[src/rtl/mlc_pkg.sv]
// mlc_pkg: default widths (Q_WIDTH, LAYER_WIDTH, S_WIDTH) and the layer_t type shared by multilayer_counter and mlc_layer
package mlc_pkg;
  localparam int Q_WIDTH = 8;
  localparam int LAYER_WIDTH = 4;
  localparam int S_WIDTH = 6;
  typedef logic [LAYER_WIDTH-1:0] layer_t;
endpackage

[src/rtl/mlc_layer.sv]
// mlc_layer: one counter layer (c clock, r async active-low reset, ci carry-in/increment, q layer count, co carry-out = ci & all-ones)
module mlc_layer
  import mlc_pkg::*;
#(
  parameter int W = LAYER_WIDTH
) (
  input  logic         c,
  input  logic         r,
  input  logic         ci,
  output logic [W-1:0] q,
  output logic         co
);
  always_ff @(posedge c or negedge r)
    if (!r) q <= '0;
    else if (ci) q <= q + 1'b1;
  assign co = ci & (&q);
endmodule

[src/rtl/multilayer_counter.sv]
// multilayer_counter: prescaled layered up-counter (c clock, r async active-low reset, ce enable, s prescale select, q count); prescaler built only with MLC_PRESCALE_EN
module multilayer_counter
  import mlc_pkg::*;
#(
  parameter int Q_WIDTH = mlc_pkg::Q_WIDTH,
  parameter int LAYER_WIDTH = mlc_pkg::LAYER_WIDTH,
  parameter int S_WIDTH = mlc_pkg::S_WIDTH
) (
  input  logic               c,
  input  logic               r,
  input  logic               ce,
  input  logic [S_WIDTH-1:0] s,
  output logic [Q_WIDTH-1:0] q
);
  localparam int N = Q_WIDTH / LAYER_WIDTH;
  logic tick;
  logic [N:0] cy;
  logic unused_wrap;
`ifdef MLC_PRESCALE_EN
  logic [S_WIDTH-1:0] p;
  always_ff @(posedge c or negedge r)
    if (!r) p <= '0;
    else if (ce) p <= (p >= s) ? '0 : p + 1'b1;
  assign tick = ce & (p >= s);
`else
  logic unused_s;
  assign unused_s = ^s;
  assign tick = ce;
`endif
  assign cy[0] = tick;
  assign unused_wrap = cy[N];
  for (genvar g = 0; g < N; g++) begin : g_layer
    mlc_layer #(.W(LAYER_WIDTH)) u_layer (
      .c (c),
      .r (r),
      .ci(cy[g]),
      .q (q[g*LAYER_WIDTH +: LAYER_WIDTH]),
      .co(cy[g+1])
    );
  end
endmodule

[config.mk]
export PLATFORM = sky130hd
export DESIGN_NAME = multilayer_counter
export DESIGN_NICKNAME = d
export VERILOG_FILES = /design/src/rtl/mlc_pkg.sv /design/src/rtl/mlc_layer.sv /design/src/rtl/multilayer_counter.sv
export SDC_FILE = /design/constraint.sdc
export NUM_CORES = 1
export LEC_CHECK = 0
export CORE_AREA = 2 2 39 41
export DETAILED_ROUTE_END_ITERATION = 10
export DIE_AREA = 0 0 41 43
export SLEW_MARGIN = 20
export SYNTH_ARGS = -nofsm -noshare
export SYNTH_HDL_FRONTEND = slang
export SYNTH_SLANG_ARGS = --single-unit
[constraint.sdc]
create_clock -name c -period 2.42 [get_ports c]
set_input_delay 0.242 -clock c [delete_from_list [all_inputs] [get_ports c]]
set_output_delay 0.242 -clock c [all_outputs]
set_load 0.1 [all_outputs]
* Word level (Yosys, flattened, before mapping) *
Index checks and enable logic that the tools add are counted.

storage, ports and cells
  output and inout port bits = 8
  bits of input ports = 9
  register bits = 8
  logic and storage cells = 6

cells by class
  add/subtract/negate cells = 2
  bitwise logic cells = 1
  reduce and logical (&&, ||, !) cells = 1

operators by type and width
  kind                   number
  $add A4 B1 Y4 const B  2
  $reduce_and A4 Y1      1
  $and A1 B1 Y1          1

* Logic depth before layout (Yosys ltp) *
  word-level depth = 2
  depth in mapped cells = 4

* Hierarchy *
A second synthesis with hierarchy kept.

second synthesis, totals
  cell total of the unflattened synthesis = 26
  area, all modules = 335.3 um^2

modules (own cells, without submodules)
  module     instances  seq. area each (um^2)  area each (um^2)  cells each
  mlc_layer  2          100.1                  167.7             13

* Least setup slack after synthesis *
OpenSTA, ideal clock, no wires.

  path type = flip-flop to flip-flop
  start point = reg g_layer[0].u_layer.q[0]
  end point = reg g_layer[1].u_layer.q[3]
  arrival = 1.771 ns
  slack = 0.491 ns
  buffers on the path = 0
  stages on the path, launching flop included = 5
  clock period less this slack = 1.929 ns
  library setup time = 0.158 ns
  required time = 2.262 ns
  path through = dfrtp_1 ha_1 and4_4 nand4_2 xnor2_1

on the way
  longest elaborated chain between the ends = 2

ends and longest elaborated chain
  item                      line             source
  start: declaration        mlc_layer.sv:10  output logic [W-1:0] q,
  start signal: assignment  mlc_layer.sv:15  else if (ci) q <= q + 1'b1;
  $reduce_and A4 Y1         mlc_layer.sv:16  assign co = ci & (&q);
  $and A1 B1 Y1             mlc_layer.sv:16
  end signal: assignment    mlc_layer.sv:15
  end: declaration          mlc_layer.sv:10

Every way passes these cells.
A chain may end at the register's enable or synchronous reset.

* Final worst setup path *
  start point = reg g_layer[0].u_layer.q[2]
  end point = out q[2]

RTL lines
  item              line                      source
  end: declaration  multilayer_counter.sv:13  output logic [Q_WIDTH-1:0] q

No word-level cell between the ends.

==> out/qor.yml <==
status: "completed"
hold_viol_final: 0
startpoint_type: "flop"
use_met1: 0.109
rsz0062_at_grt: "no"
finalSetupViolCount: 0
largest_reg_flops: 8
regMostFlops: "g_layer.u_layer.q"
grt_pass1_wl_um: 1060
yosys-top-cells-area: "dfrtp_1 (58%), xnor2_1 (13%), ha_1 (7.3%), nand2_1 (5.5%), nand4_1 (3.6%)"
crit_type: "reg2out"
antenna_found_initial: 0
critPathTopFamily: "flip-flops"
ctsRootBufferMaster: "clkbuf_4"
dp_cells: 52
htreeDepth: 1
utilization: 0.337
synthesis.area_um2: 344
syn-num-nets: 37
coreArea_mm2: 0.00138
hold_buffers: 0
path_max_fanout: 5
cp.buffers_inverters: 1
drive_above_1_share: 0.359
numCtsBuffers: 3
initial_core_util: 0.249
cts_tree: "done"
placed_cell_area_um2: 444
reg.largest.list: "g_layer.u_layer.q (8)"
grt_pass1_vias: 230
path_cells: "buf_4"
setup_tns_ps: 0
synth_cells: 26
slew_violations: 0
dieArea_mm2: 0.00176
areaGrowthSynthToFinish_pct: 35.6
drtAntennaViolNets: 0
routedWlPerCell_um: 11.7
clock_latency_ps: 250
synth_top_cell_by_area: "dfrtp_1"
rr_worst_depth: 4
tightest_slew_ps: 357
yosysUniqueCellTypes: 9
place_congestion: 0.665
antennaDiodeCount: 0
crit_cells: 1
grt-ovfl-total: 0
grt_most_used_layer: "met2"
post_cts_buffers: 0
syn_area_per_cell_um2: 13.2
use_met2: 0.131
grt_use_total: 0.103
die_y_um: 43
fmax_ghz: 0.795
finClkSkew_ps: 2.30
ys_warn_count: 0
layout_common_cells: "dfrtp_1 (8), buf_4 (8), nand2_1 (5), xnor2_1 (5), clkbuf_4 (3)"
maxCapViolations: 0
max-slew-margin-rel: 0.761
netlist.area_leader.share: 0.582
finalNetCount: 52
cpPeakStageDelay_ps: 430
path_clk_slew_ps: 50
crit_arrival_ps: 1020
hold_class: "in2async"
fin_area_um2: 467
yosysSeqAreaShare: 0.582
crit_slowest_cell: "dfrtp_1"
portBuffers: 10
drcViolationCount: 0
end_kind: "primary output"
cts_sinks: 8
grt_max_degree: 9
ys_ff_latch: 8
drt_wl_total_um: 643
required_ps: 2180
grt_use_met3: 0.0785
fin_crit_sh: 0.520
vias: 243
die_x_um: 41
io_pins: 17
row_count: 14
dr.pass1.iters: 1
cts-resized-gates: 0
fin_crit_ps: 1260
drtIter0Drc: 0
instances_no_fill: 55
clk_path_buf_depth: 2
viasPerCell: 4.42
-- synthesized netlist by cell type, drive strengths merged --
master	number
dfrtp	8
nand2	5
xnor2	5
nand4	3
ha	2
and4	1
mux2	1
xor2	1
-- worst reg2reg max path, stage by stage (launching register included) --
cell and delay [ps]:
dfrtp_1 400, ha_1 210, and4_4 250, nand4_2 110
xnor2_1 130
-- worst paths after layout --
| path | start | endpoint | slack (ps) |
|---|---|---|---|
| hold / removal | r | g_layer[1].u_layer.q[3] | 260 |
| setup / recovery | g_layer[0].u_layer.q[2] | q[2] | 1160 |
| setup reg to reg | g_layer[0].u_layer.q[0] | g_layer[1].u_layer.q[3] | 1200 |
| hold reg to reg | g_layer[1].u_layer.q[3] | g_layer[1].u_layer.q[3] | 470 |
| min in group c | g_layer[1].u_layer.q[3] | g_layer[1].u_layer.q[3] | 470 |
| max in group asynchronous | r | g_layer[0].u_layer.q[2] | 1900 |
-- final cells by class --
type	count	area (µm²)
sequential	8	200
multi-input combinational	18	144
fill	142	917
tap	16	20.0
clock buffer	3	22.5
timing repair buffer	10	80.1
-- per-stage QoR --
stage	setup WS (ps)	hold WS (ps)
detailed placement	936	466
CTS	1130	262
global route	1090	278
global placement	969	464
floorplan	491	-53.6
finish	1160	263
-- routing by layer --
| layer | routed length (µm) | vias to the layer above |
|---|---|---|
| met1 | 285 | 117 |
| li1 | - | 115 |
| met3 | 58 | 0 |
| met4 | 0 | 0 |
| met5 | 0 | - |
| met2 | 299 | 11 |
-- cell families after synthesis --
kind of cell / Yosys count / share of synthesized area
mux: 1 / 0.0327
flops: 8 / 0.582
xor+xnor: 6 / 0.153
simple gates: 9 / 0.160
fa+ha+maj: 2 / 0.0727
Power is left out: the tool's default activity adds up to more than one toggle a clock period on the data nets, which glitch-free logic cannot reach.
